File: src/rtl/pyrm_regfile_wb_receiver_pkg.sv
// Shared widths and the pending-write entry type for the write-back receiver.
package pyrm_regfile_wb_receiver_pkg;

    localparam int XLEN      = 64;
    localparam int NREG      = 32;
    localparam int REG_IDX_W = 5;

    typedef logic [REG_IDX_W-1:0] reg_idx_t;
    typedef logic [XLEN-1:0]      xdata_t;

    // One pending register write: destination index and payload.
    typedef struct packed {
        reg_idx_t idx;
        xdata_t   data;
    } wb_entry_t;

    // True when the upper address bits carry anything beyond the register index.
    function automatic logic addr_out_of_range(input logic [XLEN-1:0] addr);
        return |addr[XLEN-1:REG_IDX_W];
    endfunction

endpackage

File: src/rtl/pyrm_wb_fifo.sv
// Pending-write FIFO: DEPTH entries of {idx, data}.
// Ports:
//   clk, reset      clock and synchronous active-high reset
//   push, push_entry   enqueue request and payload (ignored when full)
//   pop             dequeue request (ignored when empty)
//   head            oldest entry
//   count           number of valid entries
//   full, empty     status from the registered count
//   age_entries     entries ordered oldest (index 0) to youngest
//   age_valid       which of age_entries hold live data
module pyrm_wb_fifo
    import pyrm_regfile_wb_receiver_pkg::*;
#(
    parameter int DEPTH = 4
) (
    input  logic                         clk,
    input  logic                         reset,
    input  logic                         push,
    input  wb_entry_t                    push_entry,
    input  logic                         pop,
    output wb_entry_t                    head,
    output logic [$clog2(DEPTH):0]       count,
    output logic                         full,
    output logic                         empty,
    output wb_entry_t [DEPTH-1:0]        age_entries,
    output logic [DEPTH-1:0]             age_valid
);

    localparam int PW = $clog2(DEPTH);
    localparam int CW = PW + 1;

    wb_entry_t [DEPTH-1:0] mem;
    logic [PW-1:0]         wr_ptr;
    logic [PW-1:0]         rd_ptr;
    logic                  do_push;
    logic                  do_pop;

    assign full    = (count == CW'(DEPTH));
    assign empty   = (count == '0);
    assign do_push = push && !full;
    assign do_pop  = pop && !empty;
    assign head    = mem[rd_ptr];

    always_ff @(posedge clk) begin
        if (reset) begin
            wr_ptr <= '0;
            rd_ptr <= '0;
            count  <= '0;
        end else begin
            if (do_push) begin
                mem[wr_ptr] <= push_entry;
                wr_ptr      <= wr_ptr + 1'b1;
            end
            if (do_pop) begin
                rd_ptr <= rd_ptr + 1'b1;
            end
            // Push and pop together leave the count unchanged.
            if (do_push && !do_pop) begin
                count <= count + 1'b1;
            end else if (do_pop && !do_push) begin
                count <= count - 1'b1;
            end
        end
    end

    // Rotate storage into age order so the bypass search can pick the
    // youngest match by position alone. Pointer arithmetic wraps because
    // DEPTH is a power of two.
    always_comb begin
        for (int i = 0; i < DEPTH; i++) begin
            age_entries[i] = mem[rd_ptr + PW'(i)];
            age_valid[i]   = (CW'(i) < count);
        end
    end

endmodule

File: src/rtl/pyrm_regfile_wb_receiver.sv
// Decode-side write-back receiver: joins the addr/data result channels,
// buffers accepted writes in a FIFO, drains them into the 32x64 register
// file one per cycle and serves two combinational read ports with bypass
// from pending FIFO entries.
// Ports:
//   clk, reset_pyri                    clock, synchronous active-high reset
//   reg_addr_* / reg_data_*            write-back channels (valid/retry)
//   dbg_wr_*                           debug write, always accepted, owns the write port
//   rs1_* / rs2_*                      combinational read ports
//   pending_pyro                       FIFO non-empty
//   addr_err_pyro                      sticky: an accepted addr had bits above the index set
module pyrm_regfile_wb_receiver
    import pyrm_regfile_wb_receiver_pkg::*;
#(
    parameter int DEPTH = 4
) (
    input  logic                 clk,
    input  logic                 reset_pyri,
    input  logic [XLEN-1:0]      reg_addr_pyri,
    input  logic                 reg_addr_valid_pyri,
    output logic                 reg_addr_retry_pyro,
    input  logic [XLEN-1:0]      reg_data_pyri,
    input  logic                 reg_data_valid_pyri,
    output logic                 reg_data_retry_pyro,
    input  logic [REG_IDX_W-1:0] dbg_wr_addr_pyri,
    input  logic [XLEN-1:0]      dbg_wr_data_pyri,
    input  logic                 dbg_wr_valid_pyri,
    input  logic [REG_IDX_W-1:0] rs1_addr_pyri,
    output logic [XLEN-1:0]      rs1_data_pyro,
    input  logic [REG_IDX_W-1:0] rs2_addr_pyri,
    output logic [XLEN-1:0]      rs2_data_pyro,
    output logic                 pending_pyro,
    output logic                 addr_err_pyro
);

    xdata_t                regs [NREG];
    logic                  accept;
    logic                  push;
    logic                  pop;
    wb_entry_t             push_entry;
    wb_entry_t             head;
    logic [$clog2(DEPTH):0] count;
    logic                  full;
    logic                  empty;
    wb_entry_t [DEPTH-1:0] age_entries;
    logic [DEPTH-1:0]      age_valid;

    // Join: both channels move together. Full comes from the registered
    // count, so a dequeue in the same cycle does not open a slot early.
    assign accept              = reg_addr_valid_pyri && reg_data_valid_pyri && !full && !reset_pyri;
    assign reg_addr_retry_pyro = !accept;
    assign reg_data_retry_pyro = !accept;

    assign push_entry.idx  = reg_addr_pyri[REG_IDX_W-1:0];
    assign push_entry.data = reg_data_pyri;
    // Writes to x0 complete the handshake but never occupy a slot.
    assign push            = accept && (push_entry.idx != '0);
    // The debug write owns the regfile port; the FIFO waits.
    assign pop             = !empty && !dbg_wr_valid_pyri && !reset_pyri;
    assign pending_pyro    = !empty;

    pyrm_wb_fifo #(.DEPTH(DEPTH)) u_fifo (
        .clk         (clk),
        .reset       (reset_pyri),
        .push        (push),
        .push_entry  (push_entry),
        .pop         (pop),
        .head        (head),
        .count       (count),
        .full        (full),
        .empty       (empty),
        .age_entries (age_entries),
        .age_valid   (age_valid)
    );

    always_ff @(posedge clk) begin
        if (reset_pyri) begin
            for (int r = 0; r < NREG; r++) begin
                regs[r] <= '0;
            end
            addr_err_pyro <= 1'b0;
        end else begin
            if (dbg_wr_valid_pyri) begin
                if (dbg_wr_addr_pyri != '0) begin
                    regs[dbg_wr_addr_pyri] <= dbg_wr_data_pyri;
                end
            end else if (pop) begin
                regs[head.idx] <= head.data;
            end
            if (accept && addr_out_of_range(reg_addr_pyri)) begin
                addr_err_pyro <= 1'b1;
            end
        end
    end

    // Youngest matching pending entry wins: later (younger) positions in
    // age order override earlier ones.
    function automatic xdata_t bypass_read(
        input reg_idx_t              a,
        input xdata_t                rf_val,
        input wb_entry_t [DEPTH-1:0] e,
        input logic [DEPTH-1:0]      v
    );
        xdata_t d;
        d = rf_val;
        for (int i = 0; i < DEPTH; i++) begin
            if (v[i] && (e[i].idx == a)) begin
                d = e[i].data;
            end
        end
        if (a == '0) begin
            d = '0;
        end
        return d;
    endfunction

    assign rs1_data_pyro = bypass_read(rs1_addr_pyri, regs[rs1_addr_pyri], age_entries, age_valid);
    assign rs2_data_pyro = bypass_read(rs2_addr_pyri, regs[rs2_addr_pyri], age_entries, age_valid);

endmodule

File: config.mk
export PLATFORM = sky130hd
export DESIGN_NAME = pyrm_regfile_wb_receiver
export DESIGN_NICKNAME = d
export VERILOG_FILES = /design/src/rtl/pyrm_regfile_wb_receiver_pkg.sv /design/src/rtl/pyrm_wb_fifo.sv /design/src/rtl/pyrm_regfile_wb_receiver.sv
export SDC_FILE = /design/constraint.sdc
export NUM_CORES = 2
export LEC_CHECK = 0
export CAP_MARGIN = 0
export CORE_ASPECT_RATIO = 1.75
export CORE_MARGIN = 4
export CORE_UTILIZATION = 40
export CTS_CLUSTER_DIAMETER = 40
export DETAILED_ROUTE_END_ITERATION = 6
export DONT_BUFFER_PORTS = 1
export HOLD_SLACK_MARGIN = 0.03
export PLACE_DENSITY_LB_ADDON = 0.25
export SYNTH_ARGS = -nofsm -noshare
export SYNTH_HDL_FRONTEND = slang
export SYNTH_SLANG_ARGS = --single-unit
export TNS_END_PERCENT = 5
File: constraint.sdc
create_clock -name clk -period 4.98 [get_ports clk]
set_input_delay 0.996 -clock clk [delete_from_list [all_inputs] [get_ports clk]]
set_output_delay 0.996 -clock clk [all_outputs]
set_load 0.005 [all_outputs]
* After elaboration in Yosys (flattened, before gate mapping)
Memory sizes are Yosys's and may differ from the RTL's. Cells that the tools add are included.
Storage, ports and cells: output and inout port bits 132, bits in registers 284, logic and storage cells 115, memories kept 1, memory bits (writable) 2048, input bits 212
Cells by class: bitwise logic cells 1, multiplexer cells 39, reductions and logical operators 37, equality and inequality tests 9, $add $sub $neg 6, $lt $le $gt $ge 10
Memories:
- regs | depth 32, width 64, rd ports 2, clocked after memory_dff 0, wr ports 32, RTL line pyrm_regfile_wb_receiver.sv:36 | xdata_t regs [NREG];
Operator list (number):
- $mux W64 | 12
- $bmux W69 S2 | 4
- $mux W69 | 5
- $bwmux W276 | 1
- $demux W69 S2 | 1
- $reduce_or A64 Y1 | 2
- $reduce_or A59 Y1 | 1
- $eq A5 B5 Y1 | 8
- $logic_and A1 B1 Y1 | 20
- $lt A2 B3 Y1 const B | 5
- $mux W1 | 12
- $logic_not A5 Y1 | 2
- $mux W5 | 2
- $reduce_bool A5 Y1 | 2
- $logic_not A1 Y1 | 7
- $lt A1 B3 Y1 const A | 2
- $lt A2 B3 Y1 const A | 2
- $mux W3 | 2
- $add A2 B1 Y2 const B | 2
- $add A2 B2 Y2 const B | 2
- $add A3 B1 Y3 const B | 1
- $eq A3 B3 Y1 const B | 1
- $logic_not A3 Y1 | 1
- $sub A3 B1 Y3 const B | 1
- 4 further kinds | 4

* Depth between registers and ports, before layout
depth after elaboration 10, mapped depth 14, mapped depth without buffers 10

* Hierarchy
A second synthesis with hierarchy kept.
Unflattened totals: cells, all modules 8799, area total of the unflattened synthesis 125261.4 um^2
Modules (own cells, without submodules):
- pyrm_regfile_wb_receiver | instances 1, cells each 8059, seq. area each 61519.0 um^2, area each 109216.0 um^2
- pyrm_wb_fifo | instances 1, cells each 740, seq. area each 8428.1 um^2, area each 16045.4 um^2

* Least setup slack after synthesis
No wires, ideal clock.
path type input-to-reg, from in dbg_wr_valid_pyri, to mem regs[19][0] (netlist bit) (enable), data arrival time 4.017 ns, path buffers 2, library setup time 0.433 ns, required time 4.547 ns, setup slack 0.530 ns, stages on the path 7, cell sequence nor3_1 buf_2 mux2i_1 nor3b_1 nand2_1 clkbuf_1 nand2b_1
RTL lines:
- from (decl) | RTL line pyrm_regfile_wb_receiver.sv:27 | input logic dbg_wr_valid_pyri,
- to (decl) | RTL line pyrm_regfile_wb_receiver.sv:36

* Worst setup path in the final report
from in rs1_addr_pyri[2], to out rs1_data_pyro[5]
Between the ends: longest elaborated chain between the ends 7, elaborated cells on any way between the ends 15, classes of those cells 4 x eq/ne; 5 x mux; 5 x reduce/logical; 1 x memory
RTL lines:
- from (decl) | RTL line pyrm_regfile_wb_receiver.sv:28 | input logic [REG_IDX_W-1:0] rs1_addr_pyri,
- branches (longest 6 deep; another with $mem_v2 Z32 W64)
- $mux W64 * | RTL line pyrm_regfile_wb_receiver.sv:111 | if (a == '0) begin
- to (decl) | RTL line pyrm_regfile_wb_receiver.sv:29 | output logic [XLEN-1:0] rs1_data_pyro,
Every way passes the cells marked *.

==> run_results.csv <==
group,metric,value,unit
setup_path,path_buf_inv,5,
floorplanning,start_util,40.1,%
synth,synthesis.nets,10141,
setup_path,cp_cell_sequence,"nor2b_4 > buf_4 > buf_12 > buf_4 > a21oi_1 > o41ai_1 > a31oi_1 > buf_4 > a2111oi_2 > nor3_1 > buf_4",
setup_path,crit_start,"rs1_addr_pyri[2]",
sta,hold_viol_final,0,
run,maxCapViolCount,0,
synth,yosys-top-cells-area,"edfxtp_1, mux4_2, nor2_1",
clocking,clk_pin_slew,0.07,ns
detailed_routing,route.vias.total,100334,
synth,synthTopCellsByCount,"edfxtp_1, nor2_1, mux4_2",
status,violations,"DRC, slew limit, setup timing",
clocking,insertion_delay,0.92,ns
clocking,cts_tree,"built",
synth,synth_area_leader_cell,"edfxtp_1",
setup_path,crit_type,"in -> out",
floorplanning,die_h,750,microns
sta,period_needed,5.89,ns
floorplanning,pin_count,344,
synth,ys_ff_latch,2332,
floorplanning,die_w,432,microns
synth,synth-xor-area-share,0.265,%
synth,synth_top_family_by_area,"multiplexers",
floorplanning,die_area,0.324,sq mm
floorplanning,row_count,272,
synth,syn_inst,9920,
global_route,grt_pass1_vias,98847,
placed_design,gp_congestion,0.943,
sta,fmax,170,MHz
placed_design,dp_cells,13850,
detailed_routing,final_antenna_net_count,0,
synth,async_flop_share,0,%
synth,muxShareOfSynthArea,22.4,%
synth,yosysWarnings,0,
synth,synth_ff_type,"edfxtp_1",
final_layout,final_cells,14391,
synth,synth_compound_area_share,8.33,%
min_path,hp-start,"reg_data_pyri[45]",
setup_path,crit_path_max_incr_delay,0.56,ns
setup_path,arrival,4.90,ns
clocking,clk_path_buf_depth,4,
placed_design,port_buffers,0,
sta,tns,-56.97,ns
final_layout,fill_cells,27509,
global_route,grt_overflow,0,
setup_path,crit_family,"buffers and inverters",
synth,yosysMostFrequentCell,"edfxtp_1",
sta,fin_crit_sh,118,%
sta,finClkSkew,0.0370,ns
clocking,cts_sinks,2332,
power,p_leak,52.4,nW
synth,synth-edff-count,2324,
sta,worst_pin_slew,2.45,ns
global_route,grt_pass1_wl,800,mm
floorplanning,fp.coreArea,0.313,sq mm
synth,synthSimpleGateAreaFrac,9.78,%
sta,finalSetupViolCount,128,
sta,drv_slew,399,
global_route,grt_max_degree,328,
power,max-vdd-ir-drop,0.309,mV
setup_path,critical_path_required,3.98,ns
clocking,cts.hold.buffers_added,0,
power,power.density,341,mW/mm^2
clocking,htree_levels,4,
detailed_routing,routedWlPerCell,41.4,microns
global_route,grt_use_total,35.5,%
sta,fin_ws,-0.912,ns
synth,synthAdderAreaFrac,0.0895,%
final_layout,final_util,47.1,%
setup_path,slowest_stage,"nor2b_4",
setup_path,cp_max_fo,271,
setup_path,crit_top_cell,"buf_4",
min_path,hold_class,"in -> reg",
setup_path,start_kind,"primary input",
synth,synth.avg_cell_area,12.7,sq um
power,finalPower,50.4,mW
synth,yosysTopAreaCellShare,55.5,%
sta,fin_hold_ws,0.160,ns
global_route,antenna_found_initial,35,
status,status,"finished with violations",
detailed_routing,drc,1,
setup_path,timing.rr.start,"u_fifo.count[1]$_SDFFE_PP0P_",
final_layout,final_layout_size_suffix_gt1_share,27.6,%
clocking,numCtsBuffers,226,
final_layout,nNetsFinal,10292,
synth,synth-seq-area-share,55.6,%
detailed_routing,dr.pass1.iters,7,
detailed_routing,totalWireLength,596,mm
setup_path,end_kind,"primary output",
synth,synth_cell_type_count,80,
synth,synth_area,0.126,sq mm
detailed_routing,vias_per_cell,6.97,
placed_design,dpl.hpwl,350,mm
final_layout,area_growth,17.4,%
sta,rsz0062_at_grt,"yes",
detailed_routing,drtIter0Drc,15858,
clocking,cts_root_buffer,"clkbuf_16",
sta,relSlewSlack,-63.1,%
[registers in the layout (all words and copies together), names as in the netlist]
signal         count
u_fifo.wr_ptr      2
u_fifo.count       3
u_fifo.mem       276
u_fifo.rd_ptr      2
regs            2048
addr_err_pyro      1
[power breakdown]
group	internal, mW	switching (mW)
logic	3.77	6.13
registers	22.4	0.444
clock network	9.57	8.12
[worst reg2reg max path: stages, from the launching register on]
cell and delay (ns):
dfxtp_1 0.34, inv_1 0.14, ha_1 0.23, nor2b_1 0.61, nor3_2 0.06, buf_4 0.25
clkinv_1 0.22, nand2_1 0.08, nand2_1 0.13, and3_1 0.51, nand2_4 0.28, nand2b_4 0.43
buf_4 0.48
[final timing paths]
path                           endpoint  slack (ns)  depth (start not counted)
max reg2reg   regs[13][5]$_SDFFCE_PN0P_        0.82                         12
min reg2reg  addr_err_pyro$_SDFFE_PP0P_        0.52                          2
max                    rs1_data_pyro[5]       -0.91                         11
min           u_fifo.mem[183]$_DFFE_PP_        0.16                          0
[cell families after synthesis]
logic type | after synthesis
fa+ha+maj | 9
xor+xnor | 38
compound gates | 1648
flops | 2332
mux | 1809
buf+inv | 1044
simple gates | 3040
[layout by cell type (no fill, tap or decap), drive strengths merged, types with 60 or more instances in the layout]
cell,n
edfxtp,2324
nor2,2324
buf,936
mux4,766
mux2i,691
a21oi,448
o21ai,409
mux2,352
clkbuf,274
nand2,268
a22oi,240
nand3,130
nor3,109
a31oi,95
clkinv,88
a2111oi,69
o221ai,65
o41ai,60
[through the flow]
stage	cell area, sq um	setup WS, ns
2_1_floorplan	126000	0.530
3_3_place_gp	137000	-2.36
3_5_place_dp	137000	-2.34
4_1_cts	146000	-0.328
5_1_grt	148000	-0.566
6_report	148000	-0.912
[per-layer routing]
metal,share of wire [%],vias to the layer above,global-route usage (%)
met1,31,50677,39.3
met3,13,2690,11.2
met5,0.037,-,0
met4,11,18,30.5
li1,-,38271,-
met2,45,8678,55.5
[cell type report]
type                            instances  area (sq um)  area share [%]
Inverter                               15          67.6          0.0458
Multi-Input combinational cell       6545         54400            36.9
Sequential cell                      2332         70000            47.4
Timing Repair Buffer                  951         10800            7.28
Clock inverter                        139          1430           0.966
Tap cell                             4110          5140            3.48
Antenna cell                           31          77.6          0.0525
Clock buffer                          268          5810            3.94
[timing repair]
action / in CTS / in global routing
setup buffers: 40 / 47
endpoints found under the hold margin: 0 / 0
cloned: 20 / 6
pin swaps: 31 / 69
resized for setup: 225 / 222
endpoints found under the setup margin: 128 / 128
Power figures use the tool's default switching activity.
